File: config.mk
export PLATFORM = sky130hd
export DESIGN_NAME = key_event_ctrl
export DESIGN_NICKNAME = d
export VERILOG_FILES = /design/src/rtl/key_pkg.sv /design/src/rtl/key_fsm_single.sv /design/src/rtl/key_event_ctrl.sv
export SDC_FILE = /design/constraint.sdc
export NUM_CORES = 1
export LEC_CHECK = 0
export ABC_AREA = 1
export CORE_MARGIN = 3
export CORE_UTILIZATION = 30
export CTS_CLUSTER_DIAMETER = 150
export CTS_CLUSTER_SIZE = 20
export DETAILED_ROUTE_END_ITERATION = 10
export PLACE_DENSITY = 0.43
export SETUP_SLACK_MARGIN = 0.1
export SYNTH_ARGS = -nofsm -noshare
export SYNTH_HDL_FRONTEND = slang
export SYNTH_SLANG_ARGS = --single-unit
File: constraint.sdc
create_clock -name Clk -period 2.1 [get_ports Clk]
set_clock_uncertainty 0.1 [all_clocks]
set_input_delay 0.42 -clock Clk [delete_from_list [all_inputs] [get_ports Clk]]
set_output_delay 0.42 -clock Clk [all_outputs]
set_load 0.05 [all_outputs]
File: src/rtl/key_pkg.sv
// Shared definitions for the multi-key front end: FSM state encoding,
// default count constants and counter-width helpers.
package key_pkg;

  typedef enum logic [2:0] {
    StIdle,
    StPressDb,
    StHeld,
    StLongHeld,
    StRelDb
  } key_state_e;

  localparam int unsigned KeyNumDefault   = 4;
  localparam int unsigned McntDbDefault   = 1_000_000;
  localparam int unsigned McntLongDefault = 100_000_000;
  localparam int unsigned McntRptDefault  = 10_000_000;

  // Bits needed to hold counts 0 .. max_cnt-1 (at least one bit).
  function automatic int unsigned cnt_width(input int unsigned max_cnt);
    return (max_cnt <= 1) ? 1 : $clog2(max_cnt);
  endfunction

  function automatic int unsigned max3(input int unsigned a, input int unsigned b,
                                       input int unsigned c);
    int unsigned m;
    m = (a > b) ? a : b;
    return (m > c) ? m : c;
  endfunction

endpackage

File: src/rtl/key_fsm_single.sv
// One key: 2-flop synchroniser, press/long/repeat/release FSM and counters.
// Auto-repeat is built only when KEY_AUTO_REPEAT_EN is defined.
module key_fsm_single
  import key_pkg::*;
#(
  parameter int unsigned MCNT_DB   = McntDbDefault,
  parameter int unsigned MCNT_LONG = McntLongDefault,
  parameter int unsigned MCNT_RPT  = McntRptDefault
) (
  input  logic clk_i,
  input  logic rst_ni,
  input  logic key_ni,
  output logic state_o,
  output logic short_o,
  output logic long_o,
  output logic rpt_o
);

  localparam int unsigned CntW = cnt_width(max3(MCNT_DB, MCNT_LONG, MCNT_RPT));
  localparam int unsigned DbW  = cnt_width(MCNT_DB);

  localparam logic [CntW-1:0] DbLast   = CntW'(MCNT_DB - 1);
  localparam logic [CntW-1:0] LongLast = CntW'(MCNT_LONG - 1);
  localparam logic [DbW-1:0]  RelLast  = DbW'(MCNT_DB - 1);
`ifdef KEY_AUTO_REPEAT_EN
  localparam logic [CntW-1:0] RptLast  = CntW'(MCNT_RPT - 1);
`endif

  logic [1:0]      sync_q;
  logic            key_up;
  key_state_e      state_q;
  logic [CntW-1:0] cnt_q;
  logic [DbW-1:0]  rel_q;
  logic            origin_long_q;
  logic            level_q;
  logic            short_q;
  logic            long_q;

  // Synchroniser, reset to the released level so a held key is seen as a new press.
  always_ff @(posedge clk_i or negedge rst_ni) begin
    if (!rst_ni) begin
      sync_q <= 2'b11;
    end else begin
      sync_q <= {sync_q[0], key_ni};
    end
  end

  assign key_up = sync_q[1];

`ifdef KEY_AUTO_REPEAT_EN
  logic rpt_q;
`endif

  // Key FSM with hold/release counters and registered strobes.
  always_ff @(posedge clk_i or negedge rst_ni) begin
    if (!rst_ni) begin
      state_q       <= StIdle;
      cnt_q         <= '0;
      rel_q         <= '0;
      origin_long_q <= 1'b0;
      level_q       <= 1'b0;
      short_q       <= 1'b0;
      long_q        <= 1'b0;
`ifdef KEY_AUTO_REPEAT_EN
      rpt_q         <= 1'b0;
`endif
    end else begin
      short_q <= 1'b0;
      long_q  <= 1'b0;
`ifdef KEY_AUTO_REPEAT_EN
      rpt_q   <= 1'b0;
`endif
      unique case (state_q)
        StIdle: begin
          if (!key_up) begin
            state_q <= StPressDb;
            cnt_q   <= '0;
          end
        end
        StPressDb: begin
          if (key_up) begin
            state_q <= StIdle;
          end else if (cnt_q == DbLast) begin
            state_q <= StHeld;
            level_q <= 1'b1;
            cnt_q   <= '0;
          end else begin
            cnt_q <= cnt_q + CntW'(1);
          end
        end
        StHeld: begin
          if (key_up) begin
            // Hold timer keeps running so a brief release glitch does not shift Key_long.
            state_q       <= StRelDb;
            origin_long_q <= 1'b0;
            rel_q         <= '0;
            if (cnt_q != LongLast) cnt_q <= cnt_q + CntW'(1);
          end else if (cnt_q == LongLast) begin
            state_q <= StLongHeld;
            long_q  <= 1'b1;
            cnt_q   <= '0;
          end else begin
            cnt_q <= cnt_q + CntW'(1);
          end
        end
        StLongHeld: begin
          if (key_up) begin
            state_q       <= StRelDb;
            origin_long_q <= 1'b1;
            rel_q         <= '0;
          end
`ifdef KEY_AUTO_REPEAT_EN
          else if (cnt_q == RptLast) begin
            rpt_q <= 1'b1;
            cnt_q <= '0;
          end else begin
            cnt_q <= cnt_q + CntW'(1);
          end
`endif
        end
        StRelDb: begin
          // Hold timer saturates at the long threshold; the HELD state fires the pulse.
          if (!origin_long_q && (cnt_q != LongLast)) cnt_q <= cnt_q + CntW'(1);
          if (!key_up) begin
            state_q <= origin_long_q ? StLongHeld : StHeld;
          end else if (rel_q == RelLast) begin
            state_q <= StIdle;
            level_q <= 1'b0;
            short_q <= !origin_long_q;
            cnt_q   <= '0;
          end else begin
            rel_q <= rel_q + DbW'(1);
          end
        end
        default: begin
          state_q <= StIdle;
        end
      endcase
    end
  end

  assign state_o = level_q;
  assign short_o = short_q;
  assign long_o  = long_q;
`ifdef KEY_AUTO_REPEAT_EN
  assign rpt_o   = rpt_q;
`else
  assign rpt_o   = 1'b0;
`endif

endmodule

File: src/rtl/key_event_ctrl.sv
// Multi-key front end: KEY_NUM independent debounced keys with short, long and
// (when KEY_AUTO_REPEAT_EN is defined) auto-repeat strobes.
module key_event_ctrl
  import key_pkg::*;
#(
  parameter int unsigned KEY_NUM   = KeyNumDefault,
  parameter int unsigned MCNT_DB   = McntDbDefault,
  parameter int unsigned MCNT_LONG = McntLongDefault,
  parameter int unsigned MCNT_RPT  = McntRptDefault
) (
  input  logic               Clk,
  input  logic               Reset_n,
  input  logic [KEY_NUM-1:0] Key,
  output logic [KEY_NUM-1:0] Key_state,
  output logic [KEY_NUM-1:0] Key_short,
  output logic [KEY_NUM-1:0] Key_long,
  output logic [KEY_NUM-1:0] Key_rpt
);

  // One fully independent key channel per input bit.
  for (genvar i = 0; i < int'(KEY_NUM); i++) begin : g_key
    key_fsm_single #(
      .MCNT_DB  (MCNT_DB),
      .MCNT_LONG(MCNT_LONG),
      .MCNT_RPT (MCNT_RPT)
    ) u_key (
      .clk_i  (Clk),
      .rst_ni (Reset_n),
      .key_ni (Key[i]),
      .state_o(Key_state[i]),
      .short_o(Key_short[i]),
      .long_o (Key_long[i]),
      .rpt_o  (Key_rpt[i])
    );
  end

endmodule

; Word level (Yosys, flattened, before mapping)
; Cells that the tools add are included.
[classes]
eq_ne = 84
n_mux = 152
n_reduce_logical = 52
add_sub_neg = 8
[op_table]
columns = operator, count
row1 = 27-bit two-way mux, 36
row2 = 27-bit one-hot mux with 4 select lines, 4
row3 = 20-bit two-way mux, 12
row4 = 20-bit one-hot mux with 2 select lines, 4
row5 = "27-bit by 1-bit adder with 27-bit output, second input constant", 4
row6 = "27-bit by 20-bit equality test with 1-bit output, second input constant", 4
row7 = "27-bit equality test, second input constant", 4
row8 = "27-bit inequality test, second input constant", 4
row9 = 3-bit two-way mux, 32
row10 = "20-bit by 1-bit adder with 20-bit output, second input constant", 4
row11 = "20-bit equality test, second input constant", 4
row12 = 3-bit one-hot mux with 5 select lines, 4
row13 = 1-bit two-way mux, 52
row14 = "2-bit by 1-bit inequality test with 1-bit output, second input constant", 24
row15 = 5-bit AND reduction, 8
row16 = 4-bit AND reduction, 8
row17 = "3-bit by 2-bit equality test with 1-bit output, second input constant", 8
row18 = "2-bit inequality test, second input constant", 12
row19 = "3-bit by 1-bit inequality test with 1-bit output, second input constant", 8
row20 = "3-bit inequality test, second input constant", 8
row21 = 2-bit nonzero test, 12
row22 = 1-bit one-hot mux with 2 select lines, 8
row23 = 4-bit nonzero test, 4
row24 = "3-bit by 1-bit equality test with 1-bit output, second input constant", 4
row25 = 6 further kinds, 24
[totals]
word_cells = 328
register_bits = 224
output_inout_bits = 16
input_bits = 6

; Depth between registers and ports, before layout
[logic_depth]
depth_word = 6
mapped_depth = 16
mapped_depth_nobuf = 14

; Cells and area by module
; A second synthesis with hierarchy kept.
[hier_totals]
cells_unflattened = 2408
hier_area_um2 = 16249.3
[modules_own_cells]
columns = module, area_each_um2, n_inst, seq_area_each_um2, cells_per_inst
row1 = key_fsm_single at g_key[0].u_key ..., 4006.3, 3, 1403.8, 599
row2 = key_fsm_single at g_key[3].u_key, 4230.3, 1, 1403.8, 611

; Least setup slack after synthesis
; Ideal clock, no wire load.
[synth_timing]
path_type = reg-to-reg
from = register g_key[0].u_key.cnt_q[0]
to = register g_key[0].u_key.cnt_q[20]
setup_time_ns = 0.113
t_required_ns = 1.887
path_buffers = 0
stages_incl_launch_ff = 15
arrival_ns = 1.721
slack_ns = 0.166
cell_sequence = dfrtp_1 ha_1 nand2_1 nor2_4 nand2_4 nor2_4 nand2_4 nand2_4 nand3_4 nor2_4 inv_2 nand2_1 nand3_1 nand2_1 inv_1
[synth_via]
elab_chain_len = 6
[synth_lines]
columns = item, line
row1 = from (decl), key_fsm_single.sv:32  ; logic [CntW-1:0] cnt_q;
row2 = from (signal assigned), key_fsm_single.sv:88  ; cnt_q <= cnt_q + CntW'(1);
row3 = from (signal assigned), key_fsm_single.sv:97  ; if (cnt_q != LongLast) cnt_q <= cnt_q + CntW'(1);
row4 = from (signal assigned), key_fsm_single.sv:103  ; cnt_q <= cnt_q + CntW'(1);
row5 = "parallel branches: the longest is 6 deep, another holds 27-bit by 1-bit adder with 27-bit output", --
; Parallel ways; which one is timed is not known. The select of a mux whose other input is x is not followed.
; A chain may end at the register's enable or synchronous reset.

; Final worst setup path
[layout_timing]
from = register g_key[0].u_key.rel_q[1]
to = register g_key[0].u_key.rel_q[16]
[layout_via]
elab_chain_len = 4
[layout_lines]
columns = item, line
row1 = from (decl), key_fsm_single.sv:33  ; logic [DbW-1:0] rel_q;
row2 = from (signal assigned), key_fsm_single.sv:132  ; rel_q <= rel_q + DbW'(1);
row3 = 20-bit by 1-bit adder with 20-bit output, key_fsm_single.sv:132
row4 = 20-bit two-way mux, key_fsm_single.sv:126  ; end else if (rel_q == RelLast) begin
row5 = 20-bit two-way mux, key_fsm_single.sv:124  ; if (!key_up) begin
row6 = 20-bit one-hot mux with 2 select lines, key_fsm_single.sv:73  ; unique case (state_q)
; Parallel ways exist; a longest one is shown, timed or not. The select of a mux whose other input is x is not followed.

==> results.toml <==
[logic_synthesis]
ys_async_sr_fraction_pct = 100
ys_seq_area_share_pct = 35.1
synth-edff-count = 0
synth_cells = 2363
synthDistinctLibCells = 52
synthesis.area_sq_um = 16000
synth_seq_cells = 224
ys_warn_count = 0
postSynthAreaPerCell_sq_um = 6.77
synth-main-ff-cell = "dfrtp_1"

[power_and_ir_drop]
share_comb_of_total_power_pct = 62.0
p_sw_mw = 9.60
p_seq_share_pct = 23.4
p_sw_share_pct = 45.5
pwr-share-clk_pct = 14.6
ir_worst_vdd_uv = 575
p_leak_nw = 10.2
intPower_mw = 11.5
cellPowerDensity_nw_per_um2 = 950

[min_path]
hold_path_class = "input pin to flip-flop"

[status]
outcome = "finished, violations left"
violations = "negative setup slack"

[sta]
grt_setup_unrepaired = "yes"
hold_violations = 0
period_needed_ns = 2.12
tns_ns = -0.0610
tightest_slew_ns = 0.874
drv_slew = 0
setup_violations = 6
fin_crit_sh_pct = 101
finalWorstSetupSlack_ns = -0.0234
clock.fmax_mhz = 471
maxSlewHeadroom_pct = 41.6

[cts]
htree_levels = 1
clock-sinks = 224
cts_made_buffers = 15
cts-root-buf = "clkbuf_16"
clk_pin_slew_worst_paths_ns = 0.09
insertion_delay_ns = 0.53
cts_buffer_depth = 3
cts_tree = "done"

[global_routing]
gr-total-overflow = 0
grt_usage_pct = 17.0
grt_first_pass_wirelength_mm = 80.8
antenna_found_initial = 0
grt_max_degree = 50
grt_pass1_vias = 15700

[floorplan]
die_h_um = 237
dieArea_sq_um = 56100
std_cell_rows = 83
ioPinCount = 22
initial_core_util_pct = 30.7
die_w_um = 237
core_area_sq_um = 52000

[route]
drt.antenna.violating_nets = 0
drt-total-wl_mm = 50.5
wire_per_inst_um = 14.9
firstDrtPassIters = 7
vias_per_cell = 4.84
num_vias = 16400
drt-initial-drc-count = 1002
drc_errors = 0

[worst_setup_path]
worstPathArrival_ns = 2.44
path_class = "flip-flop to flip-flop"
cp-start-kind = "flip-flop"
crit_fanout = 6
crit_path_end_kind = "flip-flop"
required_ns = 2.42

[finish]
nets = 2716
final_cells = 3390
area_growth_pct = 38.9
finalCoreUtilization_pct = 42.7
drive_gt1_share_pct = 33.4
diodes = 0
final_cell_area_sq_um = 22200

[place]
placed_cells = 3229
placed_area_sq_um = 18500
io_buffers = 17
gp_congestion = 0.868
place_ws_ns = -0.253
dp_hpwl_mm = 35.7

[flow_run]
maxCapViolCount = 0
==> final cells by class <==
cell class / instances / area [sq um]
clock inverter: 2 / 25.0
tap: 680 / 851
clock buffer: 23 / 405
timing repair buffer: 384 / 3550
inverter: 351 / 1390
fill: 5273 / 29800
sequential: 224 / 5630
timing repair inverter: 3 / 31.3
multi-input combinational: 1723 / 10300
==> cells in the final DEF (no fill, tap or decap), types with 11 or more instances in the layout <==
cell type and n:
nand2_1 547, inv_1 299, buf_4 277, dfrtp_1 201, nor2_1 188, nand3_1 150
nand4_1 89, nand2_2 77, nor3_1 73, buf_6 54, nor2_2 52, nand2_4 52
nor2_4 49, a21oi_1 44, o21ai_1 42, o21ai_2 41, nand3_2 39, xor2_1 36
a21oi_2 36, inv_2 35, o21ai_0 35, buf_12 23, clkbuf_16 19, nor4_1 16
xnor2_1 15, dfrtp_2 15, nor3_2 14, o31ai_1 12, o31ai_2 11, buf_8 11
==> cell families (layout without fill, tap and decap cells) <==
family,count (synthesis),after routing,share of synthesized area [%]
simple gates,1399,1402,40.5
buf+inv,423,763,11.3
compound gates,256,257,9.62
flops,224,224,35.1
xor+xnor,52,52,2.85
fa+ha+maj,8,8,0.626
other cells,1,4,0.0234
==> synth_stat cells (28+ instances only) <==
cell | n | area share (%)
o21ai_1 | 28 | 0.88
xor2_1 | 37 | 2.0
nand3_1 | 189 | 5.9
o31ai_1 | 31 | 1.5
o21ai_0 | 78 | 2.4
nand2_2 | 38 | 1.5
dfrtp_1 | 216 | 34
inv_1 | 310 | 7.3
nand4_1 | 89 | 3.5
inv_2 | 38 | 0.89
nor2_1 | 244 | 5.7
nor3_1 | 86 | 2.7
a21oi_1 | 67 | 2.1
nand2_1 | 634 | 15
==> flip-flops by register name, summed over array words and instances, names as in the netlist <==
register,count
g_key.u_key.cnt_q,108
g_key.u_key.long_o,4
g_key.u_key.origin_long_q,4
g_key.u_key.rel_q,80
g_key.u_key.short_o,4
g_key.u_key.state_o,4
g_key.u_key.state_q,12
g_key.u_key.sync_q,8
==> final timing paths <==
kind                                     startpoint                       end  slack, ns  cells after the start
min reg2reg                g_key[2].u_key.sync_q[0]  g_key[2].u_key.sync_q[1]       0.26                      0
min                                          Key[2]  g_key[2].u_key.sync_q[0]       0.20                      1
max in group asynchronous                   Reset_n  g_key[2].u_key.sync_q[0]       0.92                      3
min in group asynchronous                   Reset_n  g_key[0].u_key.rel_q[18]       0.30                      2
max reg2reg                 g_key[0].u_key.rel_q[1]  g_key[0].u_key.rel_q[16]      -0.02                     12
max                         g_key[0].u_key.rel_q[1]  g_key[0].u_key.rel_q[16]      -0.02                     12
==> critical path: stages, from the launching register on <==
cell and delay [ns]:
dfrtp_1 0.43, ha_4 0.19, nand3_4 0.11, nor3_4 0.05, nand3_2 0.12, nand2_4 0.08, buf_12 0.13, nor2_4 0.13
nor2_4 0.06, buf_12 0.14, buf_8 0.12, buf_6 0.12, o31ai_1 0.24
==> per-stage QoR <==
stage	power, mW	hold slack (ns)
after global routing	22.5	0.189
after global placement	13.6	0.247
final	21.1	0.205
after detailed placement	13.6	0.249
after CTS	18.1	0.170
after floorplan	10.5	0.0244
==> repair_timing <==
item / in CTS / in global routing
setup buffers: 41 / 86
gates resized for setup: 127 / 473
pin swaps: 47 / 184
setup endpoints to repair: 134 / 184
gates cloned: 3 / 10
hold buffers: 1 / 0
hold endpoints to repair: 41 / 0
==> power groups by stage <==
stage / Sequential, mW / Combinational [mW] / Clock [mW]
floorplan: 4.95 / 5.54 / 0
global placement: 5.00 / 8.59 / 0
detailed placement: 5.01 / 8.55 / 0
CTS: 4.93 / 9.89 / 3.30
global route: 4.99 / 14.1 / 3.42
finish: 4.94 / 13.1 / 3.09
==> metal layers <==
layer  share of wire, %  GRT usage (%)
met1                 48           23.5
met2                 48           28.7
met3                2.6           1.77
met4                2.0           3.48
met5                  0              0
(Power assumes the default switching activity.)
